## src/rtl/color_select_ctrl_if.sv

```systemverilog
// Handshake, board read port and status bundle between the colour-select
// initiator (master) and its surroundings: buttons, game logic and display (slave).
interface color_select_ctrl_if #(
    parameter int unsigned MOVE_W = 6
);
    logic              STARTED_GAME;
    logic [4:0]        SIZE;
    logic [3:0]        COLOR_NUM;
    logic [MOVE_W-1:0] MAX_MOVES;
    logic              BTN_NEXT;
    logic              BTN_PREV;
    logic              BTN_SEL;
    logic              CHANGING_COLOR;
    logic [2:0]        COLOR_SELECTED;
    logic              COLOR_SEL_SIG;
    logic [4:0]        BOARD_ROW;
    logic [4:0]        BOARD_COL;
    logic [2:0]        BOARD_CELL;
    logic [2:0]        CURSOR;
    logic [MOVE_W-1:0] MOVES;
    logic              BUSY;
    logic              WIN;
    logic              LOSE;

    modport master (
        input  STARTED_GAME, SIZE, COLOR_NUM, MAX_MOVES,
        input  BTN_NEXT, BTN_PREV, BTN_SEL, CHANGING_COLOR, BOARD_CELL,
        output COLOR_SELECTED, COLOR_SEL_SIG, BOARD_ROW, BOARD_COL,
        output CURSOR, MOVES, BUSY, WIN, LOSE
    );

    modport slave (
        output STARTED_GAME, SIZE, COLOR_NUM, MAX_MOVES,
        output BTN_NEXT, BTN_PREV, BTN_SEL, CHANGING_COLOR, BOARD_CELL,
        input  COLOR_SELECTED, COLOR_SEL_SIG, BOARD_ROW, BOARD_COL,
        input  CURSOR, MOVES, BUSY, WIN, LOSE
    );
endinterface

```

## src/rtl/color_select_ctrl.sv

```systemverilog
// Flood-fill colour-change initiator: cursor handling, request handshake with the
// game logic, move counting and a serial board scan that decides win or lose.
module color_select_ctrl #(
    parameter int unsigned MOVE_W   = 6,
    parameter int unsigned MAX_SIZE = 26
) (
    input  logic                CLOCK,
    input  logic                RESET_N,
    color_select_ctrl_if.master bus
);
    localparam int unsigned AW = $clog2(MAX_SIZE);
    localparam int unsigned CW = 3;
    localparam logic [MOVE_W-1:0] MOVES_SAT = '1;

    typedef enum logic [2:0] {
        S_IDLE,
        S_REQ,
        S_WAIT,
        S_SCAN,
        S_CHECK,
        S_WON,
        S_LOST
    } state_e;

    state_e            state_q, state_d;
    logic [CW-1:0]     cursor_q, cursor_d;
    logic [CW-1:0]     sel_q, sel_d;
    logic [CW-1:0]     ref_q, ref_d;
    logic              sig_q, sig_d;
    logic              uniform_q, uniform_d;
    logic              busy_q, busy_d;
    logic              win_q, win_d;
    logic              lose_q, lose_d;
    logic [MOVE_W-1:0] moves_q, moves_d;
    logic [AW-1:0]     row_q, row_d;
    logic [AW-1:0]     col_q, col_d;

    logic [3:0]        n_eff_c;
    logic [3:0]        inc_c;
    logic [CW-1:0]     cursor_next_c;
    logic [CW-1:0]     cursor_prev_c;
    logic [AW-1:0]     size_eff_c;
    logic [AW-1:0]     last_c;

    // Clamp the game configuration and precompute cursor neighbours.
    always_comb begin
        n_eff_c = bus.COLOR_NUM;
        if (bus.COLOR_NUM < 4'd2) begin
            n_eff_c = 4'd2;
        end else if (bus.COLOR_NUM > 4'd8) begin
            n_eff_c = 4'd8;
        end

        size_eff_c = AW'(bus.SIZE);
        if ((bus.SIZE < 5'd2) || (32'(bus.SIZE) > MAX_SIZE)) begin
            size_eff_c = AW'(MAX_SIZE);
        end
        last_c = size_eff_c - AW'(1);

        inc_c         = {1'b0, cursor_q} + 4'd1;
        cursor_next_c = (inc_c >= n_eff_c) ? CW'(0) : inc_c[CW-1:0];
        cursor_prev_c = (cursor_q == CW'(0)) ? CW'(n_eff_c - 4'd1) : cursor_q - CW'(1);
    end

    // Next-state and registered-output logic.
    always_comb begin
        state_d   = state_q;
        cursor_d  = cursor_q;
        sel_d     = sel_q;
        ref_d     = ref_q;
        sig_d     = sig_q;
        uniform_d = uniform_q;
        moves_d   = moves_q;
        row_d     = '0;
        col_d     = '0;

        if (bus.STARTED_GAME) begin
            state_d = S_IDLE;
            moves_d = '0;
            sig_d   = 1'b0;
            if ({1'b0, cursor_q} >= n_eff_c) begin
                cursor_d = '0;
            end
        end else begin
            unique case (state_q)
                S_IDLE: begin
                    if (bus.BTN_SEL) begin
                        if (cursor_q != bus.BOARD_CELL) begin
                            sel_d   = cursor_q;
                            sig_d   = 1'b1;
                            state_d = S_REQ;
                        end
                    end else if (bus.BTN_NEXT && !bus.BTN_PREV) begin
                        cursor_d = cursor_next_c;
                    end else if (bus.BTN_PREV && !bus.BTN_NEXT) begin
                        cursor_d = cursor_prev_c;
                    end
                end
                S_REQ: begin
                    if (bus.CHANGING_COLOR) begin
                        sig_d   = 1'b0;
                        moves_d = (moves_q == MOVES_SAT) ? moves_q : moves_q + MOVE_W'(1);
                        state_d = S_WAIT;
                    end
                end
                S_WAIT: begin
                    if (!bus.CHANGING_COLOR) begin
                        ref_d   = bus.BOARD_CELL;
                        state_d = S_SCAN;
                    end
                end
                S_SCAN: begin
                    if (bus.BOARD_CELL != ref_q) begin
                        uniform_d = 1'b0;
                        state_d   = S_CHECK;
                    end else if ((row_q == last_c) && (col_q == last_c)) begin
                        uniform_d = 1'b1;
                        state_d   = S_CHECK;
                    end else if (col_q == last_c) begin
                        row_d = row_q + AW'(1);
                    end else begin
                        row_d = row_q;
                        col_d = col_q + AW'(1);
                    end
                end
                S_CHECK: begin
                    if (uniform_q) begin
                        state_d = S_WON;
                    end else if ((bus.MAX_MOVES != '0) && (moves_q == bus.MAX_MOVES)) begin
                        state_d = S_LOST;
                    end else begin
                        state_d = S_IDLE;
                    end
                end
                S_WON, S_LOST: begin
                    state_d = state_q;
                end
                default: begin
                    state_d = S_IDLE;
                end
            endcase
        end

        // While idle the requested colour mirrors the cursor.
        if (state_d == S_IDLE) begin
            sel_d = cursor_d;
        end

        busy_d = !((state_d == S_IDLE) || (state_d == S_WON) || (state_d == S_LOST));
        win_d  = (state_d == S_WON);
        lose_d = (state_d == S_LOST);
    end

    always_ff @(posedge CLOCK or negedge RESET_N) begin
        if (!RESET_N) begin
            state_q   <= S_IDLE;
            cursor_q  <= '0;
            sel_q     <= '0;
            ref_q     <= '0;
            sig_q     <= 1'b0;
            uniform_q <= 1'b0;
            busy_q    <= 1'b0;
            win_q     <= 1'b0;
            lose_q    <= 1'b0;
            moves_q   <= '0;
            row_q     <= '0;
            col_q     <= '0;
        end else begin
            state_q   <= state_d;
            cursor_q  <= cursor_d;
            sel_q     <= sel_d;
            ref_q     <= ref_d;
            sig_q     <= sig_d;
            uniform_q <= uniform_d;
            busy_q    <= busy_d;
            win_q     <= win_d;
            lose_q    <= lose_d;
            moves_q   <= moves_d;
            row_q     <= row_d;
            col_q     <= col_d;
        end
    end

    assign bus.COLOR_SELECTED = sel_q;
    assign bus.COLOR_SEL_SIG  = sig_q;
    assign bus.BOARD_ROW      = 5'(row_q);
    assign bus.BOARD_COL      = 5'(col_q);
    assign bus.CURSOR         = cursor_q;
    assign bus.MOVES          = moves_q;
    assign bus.BUSY           = busy_q;
    assign bus.WIN            = win_q;
    assign bus.LOSE           = lose_q;
endmodule

```

## src/flat_wrapper.sv

```systemverilog
// flat-port wrapper written by rule: the top's interface ports become plain ports
module color_select_ctrl_flat 
#(
    parameter int unsigned MOVE_W   = 6,
    parameter int unsigned MAX_SIZE = 26
)
  (CLOCK, RESET_N, bus_STARTED_GAME, bus_SIZE, bus_COLOR_NUM, bus_MAX_MOVES, bus_BTN_NEXT, bus_BTN_PREV, bus_BTN_SEL, bus_CHANGING_COLOR, bus_BOARD_CELL, bus_COLOR_SELECTED, bus_COLOR_SEL_SIG, bus_BOARD_ROW, bus_BOARD_COL, bus_CURSOR, bus_MOVES, bus_BUSY, bus_WIN, bus_LOSE);
  color_select_ctrl_if #(.MOVE_W(MOVE_W)) bus_i ();
  input  logic CLOCK;
  input  logic RESET_N;
  input wire logic [$bits(bus_i.STARTED_GAME)-1:0] bus_STARTED_GAME;
  input wire logic [$bits(bus_i.SIZE)-1:0] bus_SIZE;
  input wire logic [$bits(bus_i.COLOR_NUM)-1:0] bus_COLOR_NUM;
  input wire logic [$bits(bus_i.MAX_MOVES)-1:0] bus_MAX_MOVES;
  input wire logic [$bits(bus_i.BTN_NEXT)-1:0] bus_BTN_NEXT;
  input wire logic [$bits(bus_i.BTN_PREV)-1:0] bus_BTN_PREV;
  input wire logic [$bits(bus_i.BTN_SEL)-1:0] bus_BTN_SEL;
  input wire logic [$bits(bus_i.CHANGING_COLOR)-1:0] bus_CHANGING_COLOR;
  input wire logic [$bits(bus_i.BOARD_CELL)-1:0] bus_BOARD_CELL;
  output wire logic [$bits(bus_i.COLOR_SELECTED)-1:0] bus_COLOR_SELECTED;
  output wire logic [$bits(bus_i.COLOR_SEL_SIG)-1:0] bus_COLOR_SEL_SIG;
  output wire logic [$bits(bus_i.BOARD_ROW)-1:0] bus_BOARD_ROW;
  output wire logic [$bits(bus_i.BOARD_COL)-1:0] bus_BOARD_COL;
  output wire logic [$bits(bus_i.CURSOR)-1:0] bus_CURSOR;
  output wire logic [$bits(bus_i.MOVES)-1:0] bus_MOVES;
  output wire logic [$bits(bus_i.BUSY)-1:0] bus_BUSY;
  output wire logic [$bits(bus_i.WIN)-1:0] bus_WIN;
  output wire logic [$bits(bus_i.LOSE)-1:0] bus_LOSE;
  assign bus_i.STARTED_GAME = bus_STARTED_GAME;
  assign bus_i.SIZE = bus_SIZE;
  assign bus_i.COLOR_NUM = bus_COLOR_NUM;
  assign bus_i.MAX_MOVES = bus_MAX_MOVES;
  assign bus_i.BTN_NEXT = bus_BTN_NEXT;
  assign bus_i.BTN_PREV = bus_BTN_PREV;
  assign bus_i.BTN_SEL = bus_BTN_SEL;
  assign bus_i.CHANGING_COLOR = bus_CHANGING_COLOR;
  assign bus_i.BOARD_CELL = bus_BOARD_CELL;
  assign bus_COLOR_SELECTED = bus_i.COLOR_SELECTED;
  assign bus_COLOR_SEL_SIG = bus_i.COLOR_SEL_SIG;
  assign bus_BOARD_ROW = bus_i.BOARD_ROW;
  assign bus_BOARD_COL = bus_i.BOARD_COL;
  assign bus_CURSOR = bus_i.CURSOR;
  assign bus_MOVES = bus_i.MOVES;
  assign bus_BUSY = bus_i.BUSY;
  assign bus_WIN = bus_i.WIN;
  assign bus_LOSE = bus_i.LOSE;
  color_select_ctrl #(.MOVE_W(MOVE_W), .MAX_SIZE(MAX_SIZE)) u_core (.CLOCK(CLOCK), .RESET_N(RESET_N), .bus(bus_i));
endmodule
```

## config.mk

```make
export PLATFORM = sky130hd
export DESIGN_NAME = color_select_ctrl_flat
export DESIGN_NICKNAME = d
export VERILOG_FILES = /design/src/rtl/color_select_ctrl_if.sv /design/src/rtl/color_select_ctrl.sv /design/src/flat_wrapper.sv
export SDC_FILE = /design/constraint.sdc
export NUM_CORES = 1
export LEC_CHECK = 0
export CAP_MARGIN = 20
export CORE_ASPECT_RATIO = 0.7
export CORE_MARGIN = 1.5
export CORE_UTILIZATION = 40
export CTS_CLUSTER_SIZE = 10
export DETAILED_ROUTE_END_ITERATION = 10
export PLACE_DENSITY = 0.65
export SLEW_MARGIN = 20
export SYNTH_ARGS = -nofsm -noshare
export SYNTH_HDL_FRONTEND = slang
export SYNTH_SLANG_ARGS = --single-unit
```

## constraint.sdc

```tcl
create_clock -name CLOCK -period 5.8 [get_ports CLOCK]
set_clock_uncertainty 0.15 [all_clocks]
set_input_delay 1.16 -clock CLOCK [delete_from_list [all_inputs] [get_ports CLOCK]]
set_output_delay 1.16 -clock CLOCK [all_outputs]
set_load 0.05 [all_outputs]
```

==> results of run 1 <==
[cells in the mapped netlist (all sizes together), types with 4 or more instances]
library cell and number:
o22ai 5, a31oi 6, o21ai 7, nor2b 4
xor2 12, mux2 8, dfrtp 33, xnor2 16
clkbuf 4, ha 15, nand3 12, nand2b 8
nand2 12, nor3 5, a21oi 5, inv 14
and3 4, nor2 24
[routing by layer]
layer	vias up	GRT usage
met4	0	0.0560
met1	937	0.251
met5	-	0
li1	1018	-
met2	41	0.286
met3	11	0.0360
[cell families (layout without fill, tap and decap cells)]
| logic type | Yosys count | in the layout |
|---|---|---|
| simple gates | 86 | 86 |
| flops | 33 | 33 |
| compound gates | 56 | 56 |
| xor+xnor | 29 | 29 |
| mux | 11 | 11 |
| fa+ha+maj | 15 | 15 |
| buf+inv | 21 | 74 |
[per-stage QoR]
stage	total power (W)	setup slack (ns)	hold WS, ns	instance area, µm²
2_1_floorplan	0.000617	1.69	0.352	2370
3_3_place_gp	0.000737	1.06	0.361	2940
3_5_place_dp	0.000744	0.982	0.374	2940
4_1_cts	0.000970	1.28	0.390	3060
5_1_grt	0.00103	1.01	0.418	3060
6_report	0.000961	1.28	0.382	3060
[sequential cells by signal, indices dropped and copies added (netlist names), 3 cells and up]
register                   cells
u_core.bus.MOVES               6
u_core.bus.BOARD_COL           5
u_core.bus.BOARD_ROW           5
u_core.bus.COLOR_SELECTED      3
u_core.bus.CURSOR              3
u_core.ref_q                   3
u_core.state_q                 3
[cell type report]
| class | instances | area, µm² | area share |
|---|---|---|---|
| multi-input cells | 197 | 1460 | 0.475 |
| flip-flops and latches | 33 | 826 | 0.269 |
| repair buffers | 52 | 515 | 0.168 |
| well taps | 75 | 93.8 | 0.0306 |
| clock buffers | 6 | 82.6 | 0.0269 |
| inverters | 14 | 52.6 | 0.0171 |
| clock inverters | 2 | 37.5 | 0.0122 |
[layout by cell type, fill, tap and decap left out, types with 4 or more instances in the layout]
cell type	netlist	routed
sky130_fd_sc_hd__nor3_1	5	5
sky130_fd_sc_hd__inv_1	14	14
sky130_fd_sc_hd__o22ai_1	5	5
sky130_fd_sc_hd__clkbuf_8	0	6
sky130_fd_sc_hd__nor2_1	24	24
sky130_fd_sc_hd__a31oi_1	6	6
sky130_fd_sc_hd__nor2b_1	4	4
sky130_fd_sc_hd__clkdlybuf4s50_1	0	50
sky130_fd_sc_hd__nand2_1	12	12
sky130_fd_sc_hd__a21oi_1	5	5
sky130_fd_sc_hd__ha_1	15	15
sky130_fd_sc_hd__nand2b_1	8	8
sky130_fd_sc_hd__xor2_1	12	12
sky130_fd_sc_hd__o21ai_0	6	6
sky130_fd_sc_hd__and3_1	4	4
sky130_fd_sc_hd__mux2_2	8	8
sky130_fd_sc_hd__dfrtp_1	33	33
sky130_fd_sc_hd__xnor2_1	16	16
sky130_fd_sc_hd__nand3_1	12	12
[critical path, cell delays in order]
cell and delay, ns:
sky130_fd_sc_hd__clkdlybuf4s50_1 0.55, sky130_fd_sc_hd__or4_1 0.55, sky130_fd_sc_hd__nand3_1 0.17, sky130_fd_sc_hd__ha_1 0.21, sky130_fd_sc_hd__inv_1 0.08, sky130_fd_sc_hd__o31a_1 0.34, sky130_fd_sc_hd__or4_4 0.50, sky130_fd_sc_hd__a2111oi_4 0.51
sky130_fd_sc_hd__or2_1 0.33, sky130_fd_sc_hd__mux2i_1 0.12
[final timing paths]
kind | to | slack [ns] | from | cells past startpoint
worst min register to register | u_core.ref_q[0] | 0.38 | u_core.ref_q[0] | 1
min in group asynchronous | u_core.bus.BOARD_ROW[3] | 1.12 | RESET_N | 2
max in group asynchronous | u_core.bus.BUSY | 4.07 | RESET_N | 2
worst min-delay path | u_core.ref_q[0] | 0.38 | u_core.ref_q[0] | 1
worst max register to register | u_core.bus.COLOR_SELECTED[2] | 2.96 | u_core.bus.CURSOR[0] | 11
worst max-delay path | u_core.bus.BOARD_ROW[0] | 1.28 | bus_SIZE[3] | 10
[power groups by stage]
stage	clock network [W]	registers, W	logic, W
after global placement	0	0.000320	0.000417
after floorplan	0	0.000370	0.000247
final	0.000224	0.000317	0.000421
after global routing	0.000237	0.000325	0.000466
after CTS	0.000228	0.000318	0.000424
after detailed placement	0	0.000322	0.000422
==> run metrics, run 1 <==
result of the run=finished, final reports clean; VDD IR max=0.000214 V; Fin Setup TNS=0 ns; # clock sinks=33; met2 WL=2.30 mm; all-layer global routing usage=0.181; Post-Route Utilization=0.535; average via count per standard cell=5.30; uppermost layer routed=met4; Die Height=67.4 µm; measured slew at the worst slew-check pin=0.705 ns; EDFF count, synth=0; Clk network pwr share=0.233; Detailed Route Iter0 Violations=93; total net switching power=0.000367 W; number of filler cells placed in the layout=529; Syn Inst Count=251; fmax=0.221 GHz; Final Hold Vio Count=0; Min Clock Period, post-route=4.52 ns; core area=5730 µm²; maximum number of pins on one net before global-route repair=34; total DRC errors in the routed layout=0; Post-synth top flop=sky130_fd_sc_hd__dfrtp_1; root cell of the clock tree=sky130_fd_sc_hd__clkbuf_8; Post-CTS Hold Buffers=0; net total in the final layout=343; net count after synthesis=291; fraction of synthesized cell area in xor and xnor cells=0.113; type of the most critical hold path=register to register; async set-or-reset flop fraction in the synthesized netlist=1.00; Compound-Gate Fraction of Synth Area=0.183; final non-filler cell total=379; number of flip-flops and latches in the synthesized netlist=33; remaining global-route overflow=0; post_cts resized=0; Net Sw Frac=0.382; biggest fanout along the worst timing path=9; placer congestion estimate=0.842; part of the cycle the worst path needs=0.779; first-pass GRT wire length=8.98 mm; critical path start-end classification=input port to register; number of I/O pins=51; Worst Setup End Kind=register; number of placed instances, taps included=371; routed wire length=5.37 mm; setup bufs post-CTS=0; CTS clock-pin slew for the worst setup and hold paths=0.07 ns; final setup violation count=0; Crit path arrival time=4.53 ns; Die X=95.0 µm; setup repair after global routing missed its margin=false; Worst slew margin=0.526; number of nets with antenna violations after routing=0; via count=2007; number of buffers inserted by port buffering=50; via count of the first global-routing pass=1929; synthesized cell area=2370 µm²; share of synthesized cell area in full adder, half adder and majority cells=0.0792; Cell variety after synth=54; average cell area after synthesis=9.45 µm²; die outline area=6410 µm²; cell types with the largest area share after synthesis=sky130_fd_sc_hd__dfrtp_1, sky130_fd_sc_hd__ha_1, sky130_fd_sc_hd__xnor2_1, sky130_fd_sc_hd__xor2_1, sky130_fd_sc_hd__mux2_2; CTS H-tree lvls=2; static leakage=1.27 nW; average detailed-routed wire length per instance=14.2 µm; met3 WL=189 µm; combinational share of power=0.437; nature of the critical path startpoint=input port; multiplexer fraction of the synthesized cell area=0.0507; largest family of logic cells by synthesized area=simple AND/OR/NAND/NOR gates; Clk Latency, worst-skew pair=0.28 ns; router iterations before antenna repair=4; number of buffers on the longest clock path=2; number of warnings issued by yosys=0; leading area contributor after synthesis=sky130_fd_sc_hd__dfrtp_1; power density over the cells=314 nW/µm²; sequential cell fraction of total power=0.330; share of cells above drive strength 1=0.0757; Seq/Total Area, Yosys=0.348; number of antenna violations at the first check in global routing=0; starting utilization of the core area=0.414; basic-gate share of the synthesized area counting and, or, nand and nor cells=0.189; internal power component=0.000594 W; diode insertion count for antenna repair=0; signed area change from the synthesized netlist to the final layout=29.2%; number of CTS-inserted buffers=5; CTS tree=done; pins over their slew limit=0; Post-DP HPWL=4.24 mm; Crit path required time=5.81 ns; standard-cell row count=23; Max Cap Violations=0; metal1 wirelength=2.80 mm; Synth top area share=0.348
Power figures use the tool's default switching activity.
==> run 2: changes to the inputs <==
clock period = 4.4 ns   (was 5.8 ns; I/O delays follow)
==> run metrics, run 2 (synthesis gave the netlist of run 1 again) <==
CTS tree=done; library cell contributing the largest single delay on the critical path=sky130_fd_sc_hd__or4_1; placer congestion estimate=0.845; nature of the critical path startpoint=input port; number of nets with antenna violations after routing=0; CTS clock-pin slew for the worst setup and hold paths=0.07 ns; via count of the first global-routing pass=1912; average detailed-routed wire length per instance=14.2 µm; die outline area=6410 µm²; net total in the final layout=348; max reg flops=6; Crit path required time=4.40 ns; number of CTS-inserted buffers=5; final non-filler cell total=383; uppermost layer routed=met4; met3 WL=253 µm; met2 WL=2.34 mm; first-pass GRT wire length=8.93 mm; result of the run=finished, final reports clean; cell family with most CP delay=simple AND/OR/NAND/NOR gates; # clock sinks=33; setup bufs post-CTS=0; Post-CTS Hold Buffers=0; remaining global-route overflow=0; pins over their slew limit=0; fmax=0.247 GHz; starting utilization of the core area=0.414; signed area change from the synthesized netlist to the final layout=30.1%; diode insertion count for antenna repair=0; part of the cycle the worst path needs=0.919; biggest fanout along the worst timing path=9; share of cells above drive strength 1=0.0877; commonest cells after routing, fill and taps aside=sky130_fd_sc_hd__clkdlybuf4s50_1, sky130_fd_sc_hd__dfrtp_1, sky130_fd_sc_hd__nor2_1, sky130_fd_sc_hd__xnor2_1, sky130_fd_sc_hd__ha_1; average via count per standard cell=5.31; measured slew at the worst slew-check pin=0.711 ns; type of the most critical hold path=register to register; number of antenna violations at the first check in global routing=0; Worst slew margin=0.521; Post-DP HPWL=4.27 mm; VDD IR max=0.000314 V; setup repair after global routing missed its margin=false; static leakage=1.29 nW; Clk Latency, worst-skew pair=0.28 ns; Max Cap Violations=0; post_cts resized=0; total DRC errors in the routed layout=0; number of buffers on the longest clock path=2; Final Hold Vio Count=0; final setup violation count=0; critical path start-end classification=input port to register; standard-cell row count=23; maximum number of pins on one net before global-route repair=34; Detailed Route Iter0 Violations=64; Max stage delay on crit path=0.53 ns; metal1 wirelength=2.81 mm; CTS H-tree lvls=2; Crit path arrival time=4.04 ns; number of placed instances, taps included=376; Die Height=67.4 µm; Min Clock Period, post-route=4.04 ns; series of cell instances along the critical path=clkdlybuf4s50_1 -> or4_1 -> nand3_1 -> ha_1 -> inv_1 -> o31a_1 -> or4_4 -> a2111oi_4 -> or2_1 -> mux2i_1; power density over the cells=405 nW/µm²; via count=2035; Die X=95.0 µm; Worst Setup End Kind=register; Worst Path Buf+Inv=2; root cell of the clock tree=sky130_fd_sc_hd__clkbuf_8; routed wire length=5.45 mm; number of I/O pins=51; router iterations before antenna repair=4; all-layer global routing usage=0.180; core area=5730 µm²; Fin Setup TNS=0 ns; commonest non-fill, non-tap cell in the layout=sky130_fd_sc_hd__clkdlybuf4s50_1; number of buffers inserted by port buffering=50
run 2: cell types whose count changed in the layout (fill, tap and decap cells not counted):
cell	change
sky130_fd_sc_hd__buf_4	+5
sky130_fd_sc_hd__clkbuf_8	-1
sky130_fd_sc_hd__clkinv_2	+1
sky130_fd_sc_hd__clkinvlp_4	-1
run 2: final cells by class:
cell class | instances | area [µm²]
Multi-Input combinational cell | 197 | 1460
Inverter | 14 | 52.6
Sequential cell | 33 | 826
Clock inverter | 2 | 35.0
Timing Repair Buffer | 57 | 553
Tap cell | 75 | 93.8
Clock buffer | 5 | 68.8
Fill cell | 521 | 2640
run 2: stage by stage:
step	setup slack, ns	utilization	hold WS, ns	total power [W]	instance area [µm²]
after global routing	0.207	0.539	0.395	0.00133	3090
after CTS	0.347	0.539	0.387	0.00126	3090
after floorplan	0.575	-	0.352	0.000813	2370
after detailed placement	0.0624	0.521	0.371	0.000984	2980
final	0.358	0.539	0.385	0.00125	3090
after global placement	0.132	0.521	0.362	0.000975	2980
run 2: path summary, 6_finish.rpt:
check                           cells past startpoint  slack, ns                           end            startpoint
worst max-delay path                               10       0.36       u_core.bus.BOARD_ROW[0]           bus_SIZE[4]
worst min-delay path                                1       0.38               u_core.ref_q[0]       u_core.ref_q[0]
worst max register to register                     11       1.54  u_core.bus.COLOR_SELECTED[2]  u_core.bus.CURSOR[0]
worst min register to register                      1       0.38               u_core.ref_q[0]       u_core.ref_q[0]
max in group asynchronous                           2       2.95          u_core.bus.CURSOR[0]               RESET_N
min in group asynchronous                           2       0.85       u_core.bus.BOARD_ROW[2]               RESET_N
run 2: power by group:
group	leakage (nW)	switching (W)	internal, W
clock network	0.0540	0.000109	0.000164
logic	0.791	0.000307	0.000253
registers	0.449	0.0000677	0.000350
run 2: worst register-to-register path: stages (launching register included):
cell and delay, ns:
sky130_fd_sc_hd__dfrtp_1 0.50, sky130_fd_sc_hd__inv_1 0.20, sky130_fd_sc_hd__ha_1 0.19, sky130_fd_sc_hd__nor2b_1 0.23, sky130_fd_sc_hd__mux2_2 0.37, sky130_fd_sc_hd__ha_1 0.23
sky130_fd_sc_hd__nand2b_1 0.08, sky130_fd_sc_hd__mux2i_1 0.06, sky130_fd_sc_hd__a22oi_1 0.13, sky130_fd_sc_hd__o211ai_1 0.11, sky130_fd_sc_hd__a32o_1 0.23, sky130_fd_sc_hd__mux2_2 0.26
run 2: routing by layer:
layer  global-route usage  vias to the layer above
met5                    0                        -
met4               0.0466                        0
met3               0.0338                        5
met2                0.287                       45
met1                0.253                      960
li1                     -                     1025
==> variant, RTL diff (settings of run 2) <==
The 7 states of `state_e` get a one-hot encoding in 7 bits.
--- a/src/rtl/color_select_ctrl.sv
+++ b/src/rtl/color_select_ctrl.sv
@@ -13,12 +13,12 @@
     localparam logic [MOVE_W-1:0] MOVES_SAT = '1;
 
-    typedef enum logic [2:0] {
-        S_IDLE,
-        S_REQ,
-        S_WAIT,
-        S_SCAN,
-        S_CHECK,
-        S_WON,
-        S_LOST
+    typedef enum logic [6:0] {
+        S_IDLE  = 7'b0000001,
+        S_REQ   = 7'b0000010,
+        S_WAIT  = 7'b0000100,
+        S_SCAN  = 7'b0001000,
+        S_CHECK = 7'b0010000,
+        S_WON   = 7'b0100000,
+        S_LOST  = 7'b1000000
     } state_e;
 
Function: no difference found for any inputs over 10 cycles, from zero or initial values and one cycle with RESET_N low; not proved beyond that.
==> variant against run 2 <==
Utilization increased by 0.21 points. Critical path depth grew 1. Setup slack improved by 0.19 ns. Design area grew 13%. Area after synthesis grew 15%. Routed wire length up 20%. Sequential cell count is 4 higher. Critical path type unchanged. Largest power group unchanged. Power rose by 7.2%.
==> variant: results <==
[run_status]
outcome = finished clean

[setup_path]
reg2reg_slack_ns = 1.23
worstReg2RegEnd = u_core.bus.COLOR_SELECTED[2]
arrival_ns = 3.92
crit_start = bus_SIZE[1]
cp_max_fo = 12
critPathCapture = u_core.bus.BOARD_ROW[3]

[clock_network]
h-tree-depth = 2
hold_buffers = 0
cts_setup_buffers = 0
ctsResizeCount = 0
cts.clk_slew.worst_paths_ns = 0.07

[routing]
dr.pass1.iters = 5
dr.first_iter.drc_count = 146
m1WireLength_mm = 3.39
route.met3.wl_um = 411
met2_length_mm = 2.68
routed_via_density = 5.49
post_drt_wl_per_cell_um = 15.0

[logic_synthesis]
synth_cell_types = 64
synth_commonest_cells = 36 x dfrtp_1, 25 x nor2_1, 17 x xor2_1, 15 x ha_1, 15 x nand2_1
synth.area.top_cells = dfrtp_1 33%, ha_1 6.9%, xor2_1 5.4%
synthCells = 290
synth_nets = 330
ys_seq_area_share_pct = 33.9

[finish]
diodes = 0
drive_gt1_share_pct = 9.88
instances_no_fill = 435
top_register = u_core.state_q
n_fill_cell = 611
largest_register_ff_count = 7
final_nets = 383

[power]
cellLeakagePower_nw = 1.46
ir_drop_uv = 249

[grt]
grt.met2_usage_pct = 26.7
grt_pass1_vias = 2275
grtUsageMet1_pct = 30.3
globalRouteMet3Util_pct = 4.05
antenna_found_initial = 0
grt_pass1_wl_mm = 11.0
track_usage_pct = 19.3
grt_max_degree = 38

[placed_design]
hpwl_mm = 5.02
gp_congestion = 0.837
pre_cts_ws_ns = 0.272
placed_cells = 427
portBuffers = 50

[hold_path]
whs_path_depth = 2
worstHoldStart = u_core.bus.COLOR_SEL_SIG
hold_end = u_core.bus.COLOR_SEL_SIG

[sta]
tightestPinTransition_ns = 0.832
finalCritPeriodShare_pct = 87.5
## variant: changes by cell type after synthesis, moves of 5 or more
cell and change:
xor2_1 +5, a31oi_1 -6, nor3_1 +6, a21oi_1 +6
xnor2_1 -7, a211oi_1 +5, o22ai_1 -5
## variant: metrics by stage
stage	instance area, um^2	hold WS [ns]	utilization (%)
after floorplan	2740	0.325	-
after global placement	3340	0.361	52.0
after detailed placement	3340	0.373	52.0
after CTS	3480	0.386	54.1
after global routing	3480	0.406	54.1
final	3480	0.382	54.1
## variant: worst max-delay path: stages
cell and delay, ns:
clkdlybuf4s50_1 0.55, or4_1 0.44, nand3_1 0.18, ha_1 0.30, xnor2_1 0.14, a31o_2 0.21
a211oi_1 0.36, o211ai_1 0.15, buf_4 0.21, or3_1 0.34, a21oi_1 0.14
## variant: power by group
part           switching [mW]  leakage (nW)  internal, mW
clock network           0.125        0.0681         0.225
registers              0.0490         0.505         0.376
logic                   0.328         0.890         0.237
## variant: final cells by class
cell class                 instances  area (um^2)  share of cell area [%]
tap                               91          114                    3.28
multi-input combinational        230         1710                    49.2
sequential                        37          927                    26.7
timing repair buffer              56          541                    15.6
clock inverter                     3         65.1                    1.87
inverter                          13         48.8                    1.40
clock buffer                       5         68.8                    1.98
## variant: kinds of logic (layout without fill, tap and decap cells)
kind of cell / count (synthesis) / after routing / synth area share, %
adders and majority gates: 15 / 15 / 6.86
buffers and inverters: 23 / 77 / 3.52
muxes: 9 / 9 / 3.52
xor gates and xnor gates: 28 / 28 / 9.97
and+or+nand+nor: 107 / 107 / 21.9
AOI/OAI and AO/OA: 71 / 71 / 20.3
DFF: 37 / 37 / 33.9
